--- config.mk ---
export PLATFORM = sky130hd
export DESIGN_NAME = store_buffer
export DESIGN_NICKNAME = d
export VERILOG_FILES = /design/src/rtl/store_buffer.sv
export SDC_FILE = /design/constraint.sdc
export NUM_CORES = 1
export LEC_CHECK = 0
export CAP_MARGIN = 0
export CORE_AREA = 3 3 128 130
export DETAILED_ROUTE_END_ITERATION = 10
export DIE_AREA = 0 0 131 133
export GPL_TIMING_DRIVEN = 0
export PLACE_DENSITY = 0.76
export SLEW_MARGIN = 25
export SYNTH_ARGS = -nofsm -noshare
export SYNTH_HDL_FRONTEND = slang
export SYNTH_SLANG_ARGS = --single-unit
--- constraint.sdc ---
create_clock -name clk -period 9.8 [get_ports clk]
set_input_delay 1.96 -clock clk [delete_from_list [all_inputs] [get_ports clk]]
set_output_delay 1.96 -clock clk [all_outputs]
set_load 0.02 [all_outputs]
--- src/rtl/store_buffer.sv ---
// Write-back store buffer: queues processor stores, drains them to a handshaked
// byte memory in the background, and forwards loads from pending stores.
//
// state | meaning
// ------+------------------------------------------------------------
// IDLE  | no memory request outstanding; choose miss read or drain
// RD    | load-miss read outstanding; processor stalled until mem_ack
// WR    | head entry being written to memory; popped on mem_ack
module store_buffer #(
  parameter int DEPTH  = 4,
  parameter int ADDR_W = 16,
  parameter int DATA_W = 8
) (
  input  logic                       clk,
  input  logic                       reset,
  input  logic                       cpu_we,
  input  logic                       cpu_re,
  input  logic [ADDR_W-1:0]          cpu_addr,
  input  logic [DATA_W-1:0]          cpu_wdata,
  output logic [DATA_W-1:0]          cpu_rdata,
  output logic                       cpu_stall,
  output logic                       mem_req,
  output logic                       mem_we,
  output logic [ADDR_W-1:0]          mem_addr,
  output logic [DATA_W-1:0]          mem_wdata,
  input  logic [DATA_W-1:0]          mem_rdata,
  input  logic                       mem_ack,
  output logic [$clog2(DEPTH+1)-1:0] count,
  output logic                       empty,
  output logic                       full
);

  localparam int PTR_W = $clog2(DEPTH);
  localparam int CNT_W = $clog2(DEPTH+1);

  localparam logic [1:0] S_IDLE = 2'd0;
  localparam logic [1:0] S_RD   = 2'd1;
  localparam logic [1:0] S_WR   = 2'd2;

  logic [ADDR_W-1:0] buf_addr [DEPTH];
  logic [DATA_W-1:0] buf_data [DEPTH];
  logic [PTR_W-1:0]  head, tail;
  logic [1:0]        state;

  logic              push, pop, ld, hit, ld_miss, rd_done;
  logic [DATA_W-1:0] fwd_data;
  logic [PTR_W-1:0]  idx;

  assign empty   = (count == '0);
  assign full    = (count == CNT_W'(DEPTH));
  assign push    = cpu_we & ~full;
  assign pop     = (state == S_WR) & mem_ack;
  assign ld      = cpu_re & ~cpu_we;
  assign ld_miss = ld & ~hit;
  assign rd_done = (state == S_RD) & mem_ack;

  // Walk oldest to youngest so the youngest matching store wins.
  always_comb begin
    hit      = 1'b0;
    fwd_data = '0;
    idx      = '0;
    for (int k = 0; k < DEPTH; k++) begin
      idx = head + PTR_W'(k);
      if ((CNT_W'(k) < count) && (buf_addr[idx] == cpu_addr)) begin
        hit      = 1'b1;
        fwd_data = buf_data[idx];
      end
    end
  end

  always_comb begin
    cpu_rdata = '0;
    cpu_stall = cpu_we & full;
    if (ld) begin
      if (hit) begin
        cpu_rdata = fwd_data;
      end else if (rd_done) begin
        cpu_rdata = mem_rdata;
      end else begin
        cpu_stall = 1'b1;
      end
    end
  end

  // Entry storage needs no reset: validity is carried entirely by count.
  always_ff @(posedge clk) begin
    if (push) begin
      buf_addr[tail] <= cpu_addr;
      buf_data[tail] <= cpu_wdata;
    end
  end

  always_ff @(posedge clk or negedge reset) begin
    if (!reset) begin
      state     <= S_IDLE;
      head      <= '0;
      tail      <= '0;
      count     <= '0;
      mem_req   <= 1'b0;
      mem_we    <= 1'b0;
      mem_addr  <= '0;
      mem_wdata <= '0;
    end else begin
      if (push) tail <= tail + PTR_W'(1);
      if (pop)  head <= head + PTR_W'(1);
      count <= count + CNT_W'(push) - CNT_W'(pop);

      case (state)
        S_IDLE: begin
          if (ld_miss) begin
            state    <= S_RD;
            mem_req  <= 1'b1;
            mem_we   <= 1'b0;
            mem_addr <= cpu_addr;
          end else if (!empty) begin
            state     <= S_WR;
            mem_req   <= 1'b1;
            mem_we    <= 1'b1;
            mem_addr  <= buf_addr[head];
            mem_wdata <= buf_data[head];
          end
        end
        S_RD, S_WR: begin
          if (mem_ack) begin
            state   <= S_IDLE;
            mem_req <= 1'b0;
          end
        end
        default: begin
          state   <= S_IDLE;
          mem_req <= 1'b0;
        end
      endcase
    end
  end

endmodule

**Yosys cells after proc, flatten, opt, wreduce, memory -nomap -nowiden**

Memories as Yosys holds them, arrays and structs flattened.
Cells that the tools add are included.

- Multiplexer cells: 27
- $lt $le $gt $ge: 4
- Equality and inequality tests: 10
- Bitwise gates (word level): 11
- Add/subtract/negate cells: 6
- Reduce and logical (&&, ||, !) cells: 10

Operators by type and width:

| operator | number |
|---|---|
| == test 16 bit | 4 |
| two-way mux 8 bit | 7 |
| two-way mux 16 bit | 2 |
| two-way mux 1 bit | 13 |
| AND 1 bit | 6 |
| < comparator 1 x 3 -> 1 bit, first input constant | 2 |
| < comparator 2 x 3 -> 1 bit, first input constant | 2 |
| two-way mux 2 bit | 3 |
| NOT 1 bit | 5 |
| adder 2 x 1 -> 2 bit, second input constant | 2 |
| adder 2 bit, second input constant | 2 |
| logical AND 1 bit | 4 |
| one-hot mux 2 bit (2 select lines) | 1 |
| AND reduction 2 bit | 2 |
| adder 3 x 1 -> 3 bit | 1 |
| == test 3 bit, second input constant | 1 |
| logical NOT 3 bit | 1 |
| != test 3 bit, second input constant | 1 |
| AND reduction 3 bit | 1 |
| subtractor 3 x 1 -> 3 bit | 1 |
| == test 2 x 1 -> 1 bit, second input constant | 1 |
| == test 2 bit, second input constant | 1 |
| logical NOT 2 bit | 1 |
| != test 2 x 1 -> 1 bit, second input constant | 1 |
| other kinds (3) | 3 |

- RAM bits: 96
- Word-level logic and storage cells: 78
- Bits in registers: 35
- Memories kept: 2

Memory list:

| name | words | width | read ports | clocked after memory_dff | wr ports | line | RTL |
|---|---|---|---|---|---|---|---|
| buf_addr | 4 | 16 | 4 | 0 | 1 | 40 | `logic [ADDR_W-1:0] buf_addr [DEPTH];` |
| buf_data | 4 | 8 | 4 | 0 | 1 | 41 | `logic [DATA_W-1:0] buf_data [DEPTH];` |

**Logic depth before layout (Yosys ltp)**

Gate-level depths: netlist of the first run.
An unclocked memory read counts as a cell.

- Depth after elaboration: 11
- Mapped depth: 15
- Mapped depth without buffers: 10

**Worst setup path before layout of the first run**

Ideal clock, no wire load.

- Path kind: input-to-output
- Start: input cpu_addr[6]
- End: output cpu_rdata[5]
- Setup slack: 3.471 ns
- Buffers on the path: 3
- Cell stages on the path: 9
- Data arrival time: 4.369 ns
- Data required time: 7.840 ns
- Cell sequence: clkbuf_1 > o22ai_1 > a211oi_1 > nand4b_1 > or4_1 > buf_2 > buf_2 > a211o_1 > a311oi_1

- Word-level cells in the longest chain between the ends: 8

RTL lines:

| what | line | RTL |
|---|---|---|
| from (decl) | 18 | `input logic [ADDR_W-1:0] cpu_addr,` |
| == test 16 bit | 64 | `if ((CNT_W'(k) < count) && (buf_addr[idx] == cpu_addr)) begin` |
| logical AND 1 bit | 64 |  |
| two-way mux 8 bit / two-way mux 1 bit (equally long branches) (4 in a row) | 64 |  |
| two-way mux 8 bit (*) | 75 | `if (hit) begin` |
| two-way mux 8 bit (*) | 74 | `if (ld) begin` |
| to (decl) | 20 | `output logic [DATA_W-1:0] cpu_rdata,` |

Every way passes the cells marked *; elsewhere a longest branch is shown, timed or not.

**Worst setup path after layout of the first run**

- Start: input cpu_addr[0]
- End: output cpu_rdata[3]

Same word-level chain as after synthesis.

==> results of run 1 <==
## metal layers
metal  track usage (%)  routed length [um]  vias up
li1                  -                   -     2741
met1             42.07               10540     3161
met2             40.91               10800      375
met3             7.105                2392       39
met4             8.057                 340        0
met5                 0                   0        -
## worst max path at each step
| stage | endpoint | startpoint | depth (start not counted) | slack, ns |
|---|---|---|---|---|
| floorplan | cpu_rdata[5] | cpu_addr[6] | 9 | 3.47 |
| global placement | cpu_rdata[6] | cpu_addr[6] | 13 | 2.04 |
| CTS | cpu_rdata[3] | cpu_addr[6] | 13 | 1.92 |
| global route | cpu_rdata[3] | cpu_addr[6] | 13 | 1.68 |
| detailed placement | cpu_rdata[3] | cpu_addr[6] | 13 | 1.93 |
| finish | cpu_rdata[3] | cpu_addr[0] | 13 | 1.87 |
## power by group
part	leakage, nW	total (mW)	switching [mW]	internal [mW]
logic	2.07	1.82	1.01	0.806
clock network	0.312	0.708	0.251	0.457
registers	1.27	0.865	0.101	0.764
total	3.65	3.39	1.36	2.03
## worst max-delay path, cell delays in order
cell                              delay [ns]
sky130_fd_sc_hd__clkdlybuf4s50_1        0.55
sky130_fd_sc_hd__clkbuf_1               0.47
sky130_fd_sc_hd__o22ai_1                0.21
sky130_fd_sc_hd__a211oi_1               0.30
sky130_fd_sc_hd__nand4b_1               0.14
sky130_fd_sc_hd__or4_1                  0.55
sky130_fd_sc_hd__buf_2                  0.22
sky130_fd_sc_hd__nand4_2                0.13
sky130_fd_sc_hd__buf_6                  0.17
sky130_fd_sc_hd__buf_6                  0.16
sky130_fd_sc_hd__a31oi_1                0.06
sky130_fd_sc_hd__a311oi_1               0.37
sky130_fd_sc_hd__clkdlybuf4s50_1        0.67
## layout make-up
type                       count  area [sq um]
fill                        1159          5121
clock inverter                14         210.2
inverter                      31         116.4
clock buffer                  18         439.2
multi-input combinational    446          4184
timing repair buffer          77         775.7
sequential                   131          3759
buffer                        62         389.1
tap                          211         264.0
## through the flow
stage | power (mW) | hold slack [ns]
floorplan | 2.122 | 0.4940
global placement | 2.622 | 0.4825
detailed placement | 2.662 | 0.4935
CTS | 3.369 | 0.5082
global route | 3.554 | 0.5423
finish | 3.390 | 0.5111
## registers in the layout, indices dropped and copies added, names as in the netlist
signal and cells:
buf_addr 64, buf_data 32, count 3, head 2
mem_addr 16, mem_req 1, mem_wdata 8, mem_we 1
state 2, tail 2
## cell usage in the layout, fill, tap and decap left out, types with 5 or more instances in the layout
cell | Yosys | final
sky130_fd_sc_hd__nand2_1 | 24 | 24
sky130_fd_sc_hd__nand4_1 | 10 | 10
sky130_fd_sc_hd__xnor2_1 | 49 | 49
sky130_fd_sc_hd__buf_4 | 6 | 6
sky130_fd_sc_hd__a221oi_2 | 13 | 13
sky130_fd_sc_hd__a31oi_1 | 8 | 8
sky130_fd_sc_hd__nor3b_1 | 8 | 8
sky130_fd_sc_hd__a21oi_1 | 19 | 19
sky130_fd_sc_hd__buf_1 | 8 | 8
sky130_fd_sc_hd__dfrtp_1 | 35 | 35
sky130_fd_sc_hd__clkbuf_16 | 0 | 17
sky130_fd_sc_hd__mux2i_1 | 50 | 50
sky130_fd_sc_hd__edfxtp_1 | 96 | 96
sky130_fd_sc_hd__clkdlybuf4s50_1 | 0 | 75
sky130_fd_sc_hd__xor2_1 | 19 | 19
sky130_fd_sc_hd__ha_1 | 11 | 11
sky130_fd_sc_hd__buf_6 | 8 | 8
sky130_fd_sc_hd__buf_2 | 13 | 14
sky130_fd_sc_hd__o221ai_1 | 8 | 8
sky130_fd_sc_hd__nor3_1 | 19 | 19
sky130_fd_sc_hd__bufinv_16 | 0 | 5
sky130_fd_sc_hd__clkbuf_1 | 21 | 21
sky130_fd_sc_hd__mux4_2 | 44 | 44
sky130_fd_sc_hd__inv_1 | 31 | 31
sky130_fd_sc_hd__nor2_1 | 45 | 45
sky130_fd_sc_hd__a211o_1 | 8 | 8
sky130_fd_sc_hd__o21ai_0 | 17 | 17
sky130_fd_sc_hd__mux2_2 | 25 | 25
sky130_fd_sc_hd__o21ai_1 | 10 | 10
sky130_fd_sc_hd__a311oi_1 | 8 | 8
## cell families (layout without fill, tap and decap cells)
logic type / Yosys count / after routing
adders and majority gates: 12 / 12
buffers and inverters: 93 / 202
AOI/OAI and AO/OA: 111 / 111
DFF: 131 / 131
xor gates and xnor gates: 68 / 68
muxes: 126 / 126
and+or+nand+nor: 129 / 129
==> results.md, run 1 <==
| Parameter | Reported |
|:---|:---|
| Wire length of the first global-routing pass | 36.60 mm |
| Final Util | 66.44% |
| Achievable Freq | 126.2 MHz |
| Top cells by count, synth | sky130_fd_sc_hd__edfxtp_1 (96), sky130_fd_sc_hd__mux2i_1 (50), sky130_fd_sc_hd__xnor2_1 (49) |
| Starting density of the core | 55.33% |
| Post-synth top flop | sky130_fd_sc_hd__edfxtp_1 |
| Area contributors post-synth | sky130_fd_sc_hd__edfxtp_1 (34%), sky130_fd_sc_hd__mux4_2 (12%), sky130_fd_sc_hd__dfrtp_1 (10%) |
| Vias in the first global route | 6160 |
| Area share of the largest cell type after synthesis | 34.14% |
| Count leader, synth | sky130_fd_sc_hd__edfxtp_1 |
| Post-synthesis share of cell area spent on full adders, half adders and majority gates | 1.867% |
| Run status | finished clean |
| Xor/xnor cell area share of the yosys netlist | 7.054% |
| Maximum net fanout on the critical path | 10 |
| RSZ-0062 raised after global routing | no |
| I/O pin cnt | 77 |
| CTS resizes | 0 |
| Hold path cells | 2 |
| Arrival time at the worst endpoint | 5.97 ns |
| Least-Margin Pin Slew | 0.7958 ns |
| TritonCTS clock tree | done |
| Startpoint class of the critical path | input pin |
| Signed area change from the synthesized netlist to the final layout | 20.06% |
| Detailed Place HPWL | 17.42 mm |
| Count of nets left with antenna violations after detail routing | 0 |
| FF-to-FF setup slack | 6.03 ns |
| Final Hold Vio Count | 0 |
| Deepest clock path buffer count | 2 |
| I/O Buffers | 76 |
| Max-slew violation count | 0 |
| CP Capture Type | output pin |
| Number of maximum-capacitance violations | 0 |
| Count of antenna diodes in the layout | 0 |
| Number of buffers inserted during clock tree synthesis | 17 |
| Number of synthesized flops with an enable pin | 96 |
| Gp weighted congestion | 0.9398 |
| Maximum number of pins on one net before global-route repair | 32 |
| Compound-Gate Fraction of Synth Area | 10.21% |
| Post-detailed-route via-to-cell ratio | 6.380 |
| Peak supply drop | 0.1654 mV |
| Cell count after synthesis | 670 |
| Power Density | 334.5 mW/mm^2 |
| Synthesized area divided by synthesized cell count | 12.60 sq um |
| All-Layer GR Usage | 28.19% |
| Post-CTS setup repair buffer count | 0 |
| Worst slew margin relative to its limit | 46.95% |
| Cell at the root of the clock tree | sky130_fd_sc_hd__clkbuf_16 |
| Cell area after layout | 0.01014 sq mm |
| Fraction of final layout cells sized beyond drive strength 1 | 21.05% |
| Skew final | 0.007611 ns |
| Routed vias | 6316 |
| DRC marker count from the first detailed-route iteration | 807 |
| Fin crit share | 80.87% |
| Cell row count | 45 |
| Post-cts hold buffer count | 0 |
| # DRC | 0 |
| Cells on worst reg2reg path | 14 |
| Final setup margin | 1.874 ns |
| Final setup violation count | 0 |
| Share of synthesized area spent on multiplexers | 22.54% |
| Source of the worst register-to-register timing path | head[1]$_DFFE_PN0P_ |
| Final Instance Count excl. Fillers | 990 |
| Net count after synthesis | 719 |
| Clock period minus final worst setup slack | 7.926 ns |
| Number of antenna violations at the first check in global routing | 0 |
| H-tree lvl count | 4 |
| Drt wl/cell | 24.32 um |
| Hold path startpoint | mem_we$_DFFE_PN0P_ |
| Static leakage | 3.650 nW |
| Core box area | 0.01526 sq mm |
| Number of iterations in the first detailed-routing pass | 5 |
| Unique cell type count in the Yosys netlist | 62 |
| Worst Path Required | 7.84 ns |
| Detailed Route WL | 24.08 mm |
| Yosys warnings | 0 |
| Worst Hold End | mem_we$_DFFE_PN0P_ |
| Kind of critical path | in2out |
| Main combinational cell family by area after synthesis | multiplexers |
| TritonCTS sink count | 131 |
| Worst hold path type | reg2reg |
| Fraction of synthesis flops using an asynchronous set or reset pin | 26.72% |
| Overall overflow remaining after global route | 0 |
| Sum of negative setup slack | 0 ns |
| Clk pin slew, worst setup/hold paths | 0.06 ns |
| Height of the die | 133 um |
| # nets final | 815 |
| Terminus of the critical flop-to-flop path | mem_wdata[3]$_DFFE_PN0P_ |
| Placed Instances | 958 |
| Area leader, netlist | sky130_fd_sc_hd__edfxtp_1 |
| Die outline area | 0.01742 sq mm |
| Area fraction in and, or, nand and nor cells after synthesis | 7.825% |
| Source-to-sink clock delay at the later pin of the worst-skew pair | 0.42 ns |
| Number of register bits inferred by synthesis | 131 |
| Register area share after synthesis | 44.52% |
| Pre-CTS setup slack | 1.929 ns |
| Die width | 131 um |
| Netlist area before placement | 0.008443 sq mm |
| Area post-placement | 0.009488 sq mm |
No activity file was read; power rests on OpenSTA's default activity.
==> run 2, diff against run 1 <==
Clock period 9.8 ns to 7.8 ns, I/O delays scaled along.
==> results of run 2 <==
Same layout as run 1 (identical final DEF). Status: finished clean.
Main changes from that run: setup slack after placement 1.929 ns -> 0.7286 ns; setup slack after layout 1.874 ns -> 0.6744 ns; register-to-register setup slack 6.03 ns -> 4.03 ns; total power 3.390 mW -> 4.260 mW; worst IR drop on VDD 0.1654 mV -> 0.2078 mV
==> run 3, diff against run 2 <==
Settings changed: SLEW_MARGIN 25 to default.
==> run 3 against run 2 <==
  * First-iteration DRC count decreased by 21%
  * Via count decreased by 1.4%
  * Combinational power about the same
  * Clock-buffer cell count increased by 5
  * Power decreased by 2.2%
  * Final area decreased by 0.74%
  * Register-to-register slack improved by 0.06 ns
  * Final cell count decreased by 0.10%
  * Critical path depth unchanged
  * Routed wire length decreased by 0.21%
  * Hold slack got worse by 0.0050 ns
  * Die area unchanged
  * Highest routed layer is now met5
==> results.md, run 3 (synthesis results as in run 1) <==
| Parameter | Reported | Delta |
|:---|:---|:---|
| Run status | finished clean |  |
| Overall Power | 4.166 mW |  |
| CP Cell Sequence | clkdlybuf4s50_1 > clkbuf_1 > o22ai_1 > a211oi_1 > nand4b_1 > or4_1 > buf_2 > nand4_2 > buf_6 > buf_6 > a31oi_1 > a311oi_1 > clkdlybuf4s50_1 |  |
| Overall overflow remaining after global route | 0 | unchanged |
| Pre-CTS setup slack | 0.7779 ns |  |
| Count of nets left with antenna violations after detail routing | 0 | unchanged |
| Final Hold Vio Count | 0 | unchanged |
| Final setup margin | 0.7130 ns |  |
| Registers with the most flip-flops | buf_addr x64, buf_data x32, mem_addr x16 |  |
| CTS resizes | 0 | unchanged |
| Wire length of the first global-routing pass | 36.69 mm | +0.25% |
| DRC marker count from the first detailed-route iteration | 634 | -21% |
| Post-detailed-route via-to-cell ratio | 6.298 | -1.3% |
| Kind of critical path | in2out |  |
| Sum of negative setup slack | 0 ns | unchanged |
| Startpoint class of the critical path | input pin |  |
| Power Density | 414.0 mW/mm^2 |  |
| Height of the die | 133 um | unchanged |
| Highest-count cells in the layout ignoring fill and taps | sky130_fd_sc_hd__edfxtp_1 (96), sky130_fd_sc_hd__clkdlybuf4s50_1 (75), sky130_fd_sc_hd__mux2i_1 (50), sky130_fd_sc_hd__xnor2_1 (49), sky130_fd_sc_hd__nor2_1 (45) |  |
| All-Layer GR Usage | 28.25% | +0.064 points |
| Placed Instances | 957 | -0.10% |
| Maximum net fanout on the critical path | 10 | unchanged |
| Clock network fraction of total power | 19.2% | -1.7 points |
| Share of power burned in registers | 26.2% | +0.7 points |
| Number of iterations in the first detailed-routing pass | 6 | +1 |
| Drt wl/cell | 24.30 um | -0.11% |
| Skew final | 0.009760 ns | +0.002149 ns |
| Core box area | 0.01526 sq mm | unchanged |
| Detailed Place HPWL | 17.44 mm | about the same |
| Cell row count | 45 | unchanged |
| Worst hold path type | reg2reg |  |
| Post-CTS setup repair buffer count | 0 | unchanged |
| Source-to-sink clock delay at the later pin of the worst-skew pair | 0.43 ns | about the same |
| Fraction of final layout cells sized beyond drive strength 1 | 20.82% | -0.23 points |
| Most common cell after layout, fill and taps aside | sky130_fd_sc_hd__edfxtp_1 |  |
| RSZ-0062 raised after global routing | no |  |
| Cell at the root of the clock tree | sky130_fd_sc_hd__clkbuf_16 |  |
| Arrival time at the worst endpoint | 5.53 ns |  |
| Deepest clock path buffer count | 2 | unchanged |
| H-tree lvl count | 4 | unchanged |
| Post-cts hold buffer count | 0 | unchanged |
| Die width | 131 um | unchanged |
| Starting density of the core | 55.33% | unchanged |
| Clk pin slew, worst setup/hold paths | 0.06 ns | about the same |
| Final setup violation count | 0 | unchanged |
| Static leakage | 3.621 nW | -0.80% |
| Detailed Route WL | 24.03 mm | -0.21% |
| Signed area change from the synthesized netlist to the final layout | 19.18% |  |
| Achievable Freq | 141.1 MHz |  |
| Worst hold slack | 0.5061 ns | -0.004968 ns |
| Fin crit share | 90.86% |  |
| Max FFs per register | 64 | unchanged |
| CP Capture Type | output pin |  |
| Slowest stage cell, crit path | sky130_fd_sc_hd__clkdlybuf4s50_1 |  |
| Vias in the first global route | 6256 | +1.6% |
| Largest register by flop count | buf_addr |  |
| Worst slew margin relative to its limit | 47.77% | +0.82 points |
| Filler Cells Inserted | 1168 | +0.78% |
| Final Instance Count excl. Fillers | 989 | -0.10% |
| Number of maximum-capacitance violations | 0 | unchanged |
| TritonCTS clock tree | done |  |
| I/O Buffers | 76 | unchanged |
| Die outline area | 0.01742 sq mm | unchanged |
| Routed vias | 6229 | -1.4% |
| I/O pin cnt | 77 | unchanged |
| Least-Margin Pin Slew | 0.7834 ns | -0.01237 ns |
| P_sw | 1.713 mW |  |
| Worst Path Required | 6.24 ns |  |
| Count of antenna diodes in the layout | 0 | unchanged |
| Number of antenna violations at the first check in global routing | 1 | +1 |
| Gp weighted congestion | 0.9398 | unchanged |
| TritonCTS sink count | 131 | unchanged |
| Clock period minus final worst setup slack | 7.087 ns |  |
| Internal | 2.453 mW |  |
| Comb power frac | 54.7% | +1.1 points |
| Max-slew violation count | 0 | unchanged |
| Number of buffers inserted during clock tree synthesis | 17 | unchanged |
| Peak supply drop | 0.2019 mV |  |
| # nets final | 814 | -0.12% |
| # DRC | 0 | unchanged |
| Delay of the slowest cell on the worst path | 0.67 ns | about the same |
| Switching power share of the total | 41.11% |  |
| Maximum number of pins on one net before global-route repair | 36 | +13% |
run 3: cell count changes in the layout (fill, tap and decap cells not counted):
cell	previous run	this run
sky130_fd_sc_hd__clkinv_2	4	3
sky130_fd_sc_hd__clkinv_4	2	1
sky130_fd_sc_hd__inv_6	0	2
sky130_fd_sc_hd__buf_12	3	2
sky130_fd_sc_hd__clkinvlp_4	3	2
sky130_fd_sc_hd__clkbuf_1	21	22
sky130_fd_sc_hd__bufinv_16	5	0
sky130_fd_sc_hd__clkbuf_16	17	20
sky130_fd_sc_hd__inv_4	0	1
sky130_fd_sc_hd__clkbuf_8	1	2
run 3: worst paths after layout:
check | start | end | slack, ns | cells after the start
hold / removal | mem_we$_DFFE_PN0P_ | mem_we$_DFFE_PN0P_ | 0.51 | 2
setup reg to reg | head[1]$_DFFE_PN0P_ | mem_wdata[3]$_DFFE_PN0P_ | 4.09 | 14
hold reg to reg | mem_we$_DFFE_PN0P_ | mem_we$_DFFE_PN0P_ | 0.51 | 2
max in group asynchronous | reset | mem_addr[8]$_DFFE_PN0P_ | 6.09 | 1
setup / recovery | cpu_addr[6] | cpu_rdata[3] | 0.71 | 13
min in group asynchronous | reset | mem_addr[14]$_DFFE_PN0P_ | 1.21 | 1
run 3: layer usage:
metal | track usage, % | vias up | part of all wire, %
li1 | - | 2741 | -
met1 | 41.53 | 3102 | 43
met2 | 41.20 | 342 | 45
met3 | 7.872 | 42 | 10
met4 | 8.000 | 2 | 1.7
met5 | 0 | - | 0.071
run 3: critical path, delay by kind of cell:
kind | cells | cell delay, ns
compound gates | 4 | 0.95
buf+inv | 6 | 2.20
simple gates | 3 | 0.82
run 3: layout make-up:
class / count / area [sq um] / area share [%]
Inverter: 31 / 116.4 / 1.156
Clock inverter: 9 / 62.56 / 0.6217
Tap cell: 211 / 264.0 / 2.624
Multi-Input combinational cell: 446 / 4184 / 41.58
Clock buffer: 23 / 531.8 / 5.285
Sequential cell: 131 / 3759 / 37.35
Timing Repair Buffer: 76 / 755.7 / 7.511
Buffer: 62 / 389.1 / 3.867
run 3: stage by stage:
step | utilization [%] | instance area [sq um]
after CTS | 65.91 | 10060
after detailed placement | 62.02 | 9463
after global routing | 65.95 | 10060
after floorplan | - | 8443
after global placement | 62.05 | 9468
final | 65.95 | 10060
run 3: power groups by stage:
| stage | logic [mW] | registers, mW | clock network, mW |
|---|---|---|---|
| 6_report | 2.28 | 1.09 | 0.798 |
| 5_1_grt | 2.44 | 1.11 | 0.831 |
| 4_1_cts | 2.26 | 1.09 | 0.802 |
| 3_5_place_dp | 2.24 | 1.10 | 0 |
| 3_3_place_gp | 2.21 | 1.08 | 0 |
| 2_1_floorplan | 1.52 | 1.15 | 0 |
